[src/rtl/alu_muldiv_seq_pkg.sv]
// alu_muldiv_seq_pkg: op codes and sequencer state encoding shared by the MULT/DIV unit.
package alu_muldiv_seq_pkg;
   localparam logic [1:0] MD_OP_MULT = 2'b01;
   localparam logic [1:0] MD_OP_DIV  = 2'b10;
   typedef enum logic [1:0] {MD_IDLE, MD_RUN, MD_FIX} md_state_t;
endpackage

[src/rtl/alu_muldiv_seq_step.sv]
// alu_muldiv_seq_step: one radix-2 iteration, shift-add (MULT) or restoring trial-subtract (DIV) on {acc, operand}.
module alu_muldiv_seq_step #(
   parameter int W = 16
) (
   input  logic           is_div,
   input  logic [2*W-1:0] acc,
   input  logic [W-1:0]   opnd,
   output logic [2*W-1:0] nxt
);
   logic [W:0]   sum;
   logic [W:0]   rs;
   logic [W-1:0] df;
   logic         ge;
   always_comb begin
      sum = {1'b0, acc[2*W-1:W]} + (acc[0] ? {1'b0, opnd} : '0);
      rs  = {acc[2*W-1:W], acc[W-1]};
      ge  = rs >= {1'b0, opnd};
      // low W bits of the difference are exact whenever the subtract is kept
      df  = rs[W-1:0] - opnd;
      nxt = is_div ? {ge ? df : rs[W-1:0], acc[W-2:0], ge} : {sum, acc[W-1:1]};
   end
endmodule

[src/rtl/alu_muldiv_seq.sv]
// alu_muldiv_seq: multi-cycle signed MULT/DIV sequencer owning the HI/LO register pair.
module alu_muldiv_seq
   import alu_muldiv_seq_pkg::*;
#(
   parameter int DATA_WIDTH = 16
) (
   input  logic                  clk,
   input  logic                  rst,
   input  logic                  start,
   input  logic [1:0]            op,
   input  logic [DATA_WIDTH-1:0] in1,
   input  logic [DATA_WIDTH-1:0] in2,
   input  logic                  wr_hi,
   input  logic                  wr_lo,
   input  logic [DATA_WIDTH-1:0] wdata,
   output logic                  busy,
   output logic                  done,
   output logic                  div_zero,
   output logic [DATA_WIDTH-1:0] hi,
   output logic [DATA_WIDTH-1:0] lo
);
   localparam int W  = DATA_WIDTH;
   localparam int CW = $clog2(W);
   md_state_t      state, state_nx;
   logic [CW-1:0]  cnt;
   logic [2*W-1:0] acc, acc_nx, prod;
   logic [W-1:0]   m, a1, a2, q, r;
   logic           s1, s2, is_div, dz, accept, zero;
   alu_muldiv_seq_step #(.W(W)) u_step (
      .is_div(is_div),
      .acc   (acc),
      .opnd  (m),
      .nxt   (acc_nx)
   );
   always_comb begin
      accept   = state == MD_IDLE && start && (op == MD_OP_MULT || op == MD_OP_DIV);
      zero     = op == MD_OP_DIV && in2 == '0;
      state_nx = state == MD_IDLE ? (accept ? (zero ? MD_FIX : MD_RUN) : MD_IDLE) :
                 state == MD_RUN  ? (cnt == CW'(W-1) ? MD_FIX : MD_RUN) : MD_IDLE;
      a1       = in1[W-1] ? -in1 : in1;
      a2       = in2[W-1] ? -in2 : in2;
      prod     = (s1 ^ s2) ? -acc : acc;
      q        = (s1 ^ s2) ? -acc[W-1:0] : acc[W-1:0];
      r        = s1 ? -acc[2*W-1:W] : acc[2*W-1:W];
      busy     = state != MD_IDLE;
   end
   always_ff @(posedge clk) begin
      if (rst) begin
         state    <= MD_IDLE;
         done     <= 1'b0;
         div_zero <= 1'b0;
         hi       <= '0;
         lo       <= '0;
      end else begin
         state <= state_nx;
         done  <= state == MD_FIX;
         if (accept) begin
            s1       <= in1[W-1];
            s2       <= in2[W-1];
            is_div   <= op == MD_OP_DIV;
            dz       <= zero;
            div_zero <= zero;
            cnt      <= '0;
            acc      <= {{W{1'b0}}, op == MD_OP_DIV ? a1 : a2};
            m        <= op == MD_OP_DIV ? a2 : a1;
         end
         if (state == MD_RUN) begin
            acc <= acc_nx;
            cnt <= cnt + 1'b1;
         end
         if (state == MD_IDLE && wr_hi) hi <= wdata;
         if (state == MD_IDLE && wr_lo) lo <= wdata;
         // divide-by-zero passes through FIX without touching hi/lo
         if (state == MD_FIX && !dz) {hi, lo} <= is_div ? {r, q} : prod;
      end
   end
endmodule
[config.mk]
export PLATFORM = sky130hd
export DESIGN_NAME = alu_muldiv_seq
export DESIGN_NICKNAME = d
export VERILOG_FILES = /design/src/rtl/alu_muldiv_seq_pkg.sv /design/src/rtl/alu_muldiv_seq_step.sv /design/src/rtl/alu_muldiv_seq.sv
export SDC_FILE = /design/constraint.sdc
export NUM_CORES = 1
export LEC_CHECK = 0
export CORE_UTILIZATION = 59
export DETAILED_ROUTE_END_ITERATION = 8
export DONT_BUFFER_PORTS = 1
export GPL_TIMING_DRIVEN = 0
export PLACE_DENSITY_LB_ADDON = 0.3
export SETUP_SLACK_MARGIN = 0.2
export SYNTH_ARGS = -nofsm -noshare
export SYNTH_HDL_FRONTEND = slang
export SYNTH_SLANG_ARGS = --single-unit
[constraint.sdc]
create_clock -name clk -period 3.4 [get_ports clk]
set_input_delay 0.51 -clock clk [delete_from_list [all_inputs] [get_ports clk]]
set_output_delay 0.51 -clock clk [all_outputs]
set_load 0.01 [all_outputs]
==> results of run 1 <==
placed cells by master (no fill, tap or decap), drive strengths merged, types with 29 or more instances in the layout:
master / instances
nor2: 86
nand2: 57
edfxtp: 56
a21oi: 55
a211oi: 53
clkbuf: 52
mux2i: 50
o21ai: 47
xnor2: 42
inv: 40
ha: 38
dfxtp: 36
xor2: 29
registers in the layout, indices dropped and copies added, names as in the netlist:
signal    flops
m            16
div_zero      1
cnt           4
lo           16
acc          32
s2            1
dz            1
done          1
is_div        1
s1            1
hi           16
state         2
report_power, final:
group | internal, mW | total [mW] | switching (mW)
Sequential | 1.27 | 1.36 | 0.0872
Clock | 0.597 | 1.07 | 0.472
Combinational | 0.320 | 0.806 | 0.486
Total | 2.19 | 3.23 | 1.05
per-layer routing:
metal | up-vias | wire length [µm] | global-route usage | share of wire
met3 | 51 | 2120 | 0.0638 | 0.097
li1 | 3331 | - | - | -
met4 | 0 | 694 | 0.136 | 0.032
met2 | 386 | 9790 | 0.536 | 0.45
met5 | - | 0 | 0 | 0
met1 | 3302 | 9260 | 0.456 | 0.42
final timing paths:
| check | to | slack, ps | depth (start not counted) |
|---|---|---|---|
| max | acc[18] | 350 | 9 |
| min | s2 | 250 | 0 |
| max reg2reg | acc[18] | 350 | 9 |
| min reg2reg | div_zero | 550 | 2 |
cell type report:
class / instances / area [µm²]
plain buffers: 49 / 195
fillers: 1088 / 4070
multi-input cells: 702 / 4810
clock buffers: 12 / 279
well taps: 168 / 210
inverters: 37 / 139
flip-flops and latches: 92 / 2400
clock inverters: 4 / 35.0
repair buffers: 7 / 72.6
cells by family (layout without fill, tap and decap cells):
family	after synthesis	after routing	share of synthesized area
XOR/XNOR	71	71	0.0829
adder cells (fa/ha/maj)	40	40	0.0687
buffers and inverters	86	109	0.0440
AO/OA/AOI/OAI	258	258	0.228
AND/OR/NAND/NOR	281	281	0.186
multiplexers	52	52	0.0697
flip-flops	92	92	0.320
worst max-delay path: stages, from the launching register on:
cell and delay (ps):
edfxtp_1 560, ha_1 430, and2_1 160, a221o_1 350, o21ai_0 320, and3_1 210, clkbuf_1 230, buf_2 310
nand3_1 110, a21oi_1 210
what timing repair did:
action,CTS,global route
setup buffers,0,5
setup endpoints to repair,13,15
resized for setup,3,8
through the flow:
stage	power (mW)	util	setup TNS (ps)
after CTS	3.20	0.662	0
after detailed placement	2.16	0.636	-11.1
final	3.23	0.667	0
after global routing	3.36	0.667	0
after floorplan	1.95	-	0
after global placement	2.13	0.632	-45.5
==> metrics.md, run 1 <==
| Metric | Value |
|---|---|
| Worst vdd ir | `0.227 mV` |
| Global-route wire length before repair | `33,800 µm` |
| Core area | `0.0122 mm²` |
| Critical Path Source Type | `flop` |
| Top post-synthesis cells by count | `nor2_1 (86), nand2_1 (57), edfxtp_1 (56)` |
| Status | `complete, no violations` |
| Clk_lat worst skew | `360 ps` |
| Routed WL | `21,900 µm` |
| Die H | `115 µm` |
| Worst hold slack | `246 ps` |
| Max-slew violation count | `0` |
| Most common cell in the synthesized netlist | `nor2_1` |
| RSZ-0062 raised after global routing | `no` |
| Placed Instances | `1,050` |
| WL per Instance | `20.4 µm` |
| Synth top area share | `0.224` |
| Grt total ovfl | `0` |
| FF-to-FF Start | `acc[21]` |
| Iteration-0 DRC Markers | `727` |
| Tot GR Track Use | `0.337` |
| Asr flop ratio synth | `0` |
| Post-route ant nets | `0` |
| DPL Wire Length | `17,000 µm` |
| Worst Path Arrival | `3240 ps` |
| Root buf cell | `clkbuf_16` |
| Dpl ws | `-11.1 ps` |
| Number of port buffers | `0` |
| Final Non-Filler Cells | `1,071` |
| Area delta synth->final | `8.51%` |
| CTS tree | `done` |
| Worst-path fanout max | `10` |
| Ant diodes | `0` |
| Total of max-cap violations | `0` |
| Syn nets | `975` |
| Io pins | `90` |
| Mean cell area of the mapped netlist | `8.53 µm²` |
| CP Capture Type | `flop` |
| Tightest Pin Transition | `839 ps` |
| Drt first pass iters | `7` |
| Htree depth | `3` |
| Vias in the first global route | `6,516` |
| Ys Warns | `0` |
| GPL Wtd Cong | `1.02` |
| Routed vias | `7,070` |
| Sequential fraction of the synthesis area | `0.320` |
| Synth cell types | `65` |
| #FFs+latches synth | `92` |
| Effective utilization at floorplan | `0.614` |
| Setup Crit Path Kind | `reg2reg` |
| Tmin final | `3050 ps` |
| DR DRC count | `0` |
| Achievable Freq | `327 MHz` |
| Synth Instances | `880` |
| Rel. slew slack | `0.435` |
| Number of CTS-inserted buffers | `9` |
| Placed instance area | `0.00776 mm²` |
| Setup violators final | `0` |
| PwrDens | `397 mW/mm²` |
| Top_reg_cell synth | `edfxtp_1` |
| Die width | `115 µm` |
| Final Cycle Share | `0.899` |
| Post-Synthesis Cell Area | `0.00750 mm²` |
| Clock Sinks | `92` |
| Crit path launch | `acc[21]` |
| Clock skew | `10.9 ps` |
| Row cnt | `40` |
| Synth area leaders | `edfxtp_1 (22%), dfxtp_1 (9.6%), mux2i_1 (6.7%)` |
| Initial antenna violation count | `0` |
| Die area | `0.0132 mm²` |
| Min-Delay Path Class | `in2reg` |
| Leakage | `3.05 nW` |
| PnR worst setup slack | `345 ps` |
| Final #Nets | `993` |
| Number of flops mapped to enable cells by yosys | `56` |
| Final instance area | `0.00814 mm²` |
| CTS Hold Bufs | `0` |
| Area leader, netlist | `edfxtp_1` |
| Critical Path RT | `3590 ps` |
| Hold path startpoint | `in2[15]` |
| Clk buf depth | `2` |
| Final Hold Fails | `0` |
| Largest net degree at the start of global routing | `27` |
| Via density per instance | `6.60` |
| Clock transition at path regs | `70 ps` |
| Share of layout cells above drive strength 1 | `0.0520` |
(Power assumes the default switching activity.)
==> run 2: changes to the inputs <==
Settings changed: GPL_TIMING_DRIVEN 0 to 1.
==> run 2 against run 1 <==
Critical path depth stayed put. First-iteration DRC count increased by 24%. Register-to-register slack got worse by 20 ps. Design area is 1.7% lower. Global-route usage barely moved. Clock skew fell by 0.73 ps. Utilization is 1.1 points lower. Sequential power about the same. Worst hold slack worse by 28 ps. Clock power fell by 6%.
==> metrics.md, run 2 (synthesized netlist as in run 1, its figures left out) <==
| Metric | Value |
|---|---|
| Clock skew | `10.2 ps (-0.730 ps)` |
| CTS resizes | `0 (-3)` |
| Clock Sinks | `92 (unchanged)` |
| Most used cell along the critical path | `a211oi_1` |
| Rel. slew slack | `0.289 (-0.146)` |
| Setup violators final | `0 (unchanged)` |
| Effective utilization at floorplan | `0.614 (unchanged)` |
| Total of max-cap violations | `0 (unchanged)` |
| CTS Hold Bufs | `0 (unchanged)` |
| FF-to-FF Start | `acc[0]` |
| Postcts setup bufs | `0 (unchanged)` |
| Worst Path Arrival | `3160 ps (-80 ps)` |
| CP peak stage delay | `640 ps (+80 ps)` |
| Final setup TNS | `0 ps (unchanged)` |
| Row cnt | `40 (unchanged)` |
| Die H | `115 µm (unchanged)` |
| PnR worst setup slack | `328 ps (-16.9 ps)` |
| Core area | `0.0122 mm² (unchanged)` |
| Initial antenna violation count | `0 (unchanged)` |
| Tot GR Track Use | `0.338 (+0.000490)` |
| CP Capture Type | `flop` |
| PwrDens | `397 mW/mm² (about the same)` |
| Clk_lat worst skew | `360 ps (about the same)` |
| Max reg flops | `32 (unchanged)` |
| Area delta synth->final | `6.70%` |
| DPL Wire Length | `16,800 µm (-0.74%)` |
| Power Total | `3.18 mW (-1.7%)` |
| Grt total ovfl | `0 (unchanged)` |
| Placed Instances | `1,021 (-2.8%)` |
| Via density per instance | `6.79 (+2.8%)` |
| Worst-path fanout max | `6 (-4)` |
| Most common cell after layout, fill and taps aside | `nor2_1` |
| CTS tree | `done` |
| Final Hold Fails | `0 (unchanged)` |
| Share of layout cells above drive strength 1 | `0.0679 (+0.0158)` |
| Io pins | `90 (unchanged)` |
| Clk buf depth | `2 (unchanged)` |
| Hold path startpoint | `rst` |
| Status | `complete, no violations` |
| Delay-heaviest family, CP | `compound AO/OA/AOI/OAI gates` |
| Most frequent cells in the layout | `nor2_1 (84), nand2_1 (57), edfxtp_1 (56), a21oi_1 (53), a211oi_1 (53)` |
| Dpl ws | `383 ps (+394 ps)` |
| Post-route ant nets | `0 (unchanged)` |
| Crit path launch | `acc[0]` |
| Routed WL | `22,200 µm (+1.7%)` |
| Global-route wire length before repair | `33,800 µm (+0.10%)` |
| Root buf cell | `clkbuf_16` |
| Die width | `115 µm (unchanged)` |
| Vias in the first global route | `6,428 (-1.4%)` |
| Worst hold slack | `218 ps (-27.9 ps)` |
| Largest net degree at the start of global routing | `67 (+150%)` |
| Drt first pass iters | `7 (unchanged)` |
| Crit-path cells | `inv_1 > nor2_2 > ha_1 > a211oi_1 > o21ba_2 > a211oi_1 > o21ai_0 > or4b_2 > o311ai_0` |
| WL per Instance | `21.4 µm (+5.1%)` |
| Number of CTS-inserted buffers | `9 (unchanged)` |
| CP Buf/Inv Count | `1 (-1)` |
| Slowest-stage cell, CP | `or4b_2` |
| Min-Delay Path Class | `in2reg` |
| Number of port buffers | `0 (unchanged)` |
| Achievable Freq | `326 MHz (-0.55%)` |
| Final Non-Filler Cells | `1,037 (-3.2%)` |
| Critical Path RT | `3490 ps (-100 ps)` |
| Final #Nets | `959 (-3.4%)` |
| Max-slew violation count | `0 (unchanged)` |
| Die area | `0.0132 mm² (unchanged)` |
| RSZ-0062 raised after global routing | `no` |
| Ant diodes | `0 (unchanged)` |
| Worst vdd ir | `0.298 mV (+32%)` |
| Final Cycle Share | `0.903 (+0.00498)` |
| DR DRC count | `0 (unchanged)` |
| Tmin final | `3070 ps (+16.9 ps)` |
| Tightest Pin Transition | `1070 ps (+226 ps)` |
| Clock transition at path regs | `70 ps (about the same)` |
| Setup Crit Path Kind | `reg2reg` |
| Routed vias | `7,038 (-0.45%)` |
| Critical Path Source Type | `flop` |
| Htree depth | `3 (unchanged)` |
| Largest Register | `acc` |
| GPL Wtd Cong | `0.947 (-7.2%)` |
| Leakage | `3.03 nW (-0.50%)` |
| Iteration-0 DRC Markers | `902 (+24%)` |
==> run 2: metrics by stage <==
| stage | area (µm²) | util |
|---|---|---|
| global route | 8010 | 0.656 |
| CTS | 7990 | 0.655 |
| finish | 8010 | 0.656 |
| detailed placement | 7700 | 0.631 |
| global placement | 7700 | 0.631 |
| floorplan | 7510 | - |
==> run 2: power breakdown <==
part / internal, mW / switching, mW / total [mW]
Combinational: 0.320 / 0.482 / 0.802
Sequential: 1.27 / 0.0911 / 1.36
Clock: 0.530 / 0.482 / 1.01
==> run 2: routing by layer <==
layer | up-vias | track usage | share of wire
li1 | 3261 | - | -
met5 | - | 0 | 0
met1 | 3271 | 0.468 | 0.42
met3 | 71 | 0.0522 | 0.097
met2 | 435 | 0.517 | 0.44
met4 | 0 | 0.168 | 0.040
==> run 2: layout make-up <==
class,count,area (µm²)
Clock buffer,10,239
Clock inverter,6,52.6
Fill cell,1039,4210
Inverter,37,139
Multi-Input combinational cell,702,4800
Sequential cell,92,2400
Tap cell,168,210
Timing Repair Buffer,22,165
==> run 2: path summary, 6_finish.rpt <==
check	endpoint	slack [ps]	cells past startpoint
setup / recovery	acc[24]	330	9
hold / removal	lo[10]	220	1
setup reg to reg	acc[24]	330	9
hold reg to reg	div_zero	510	2
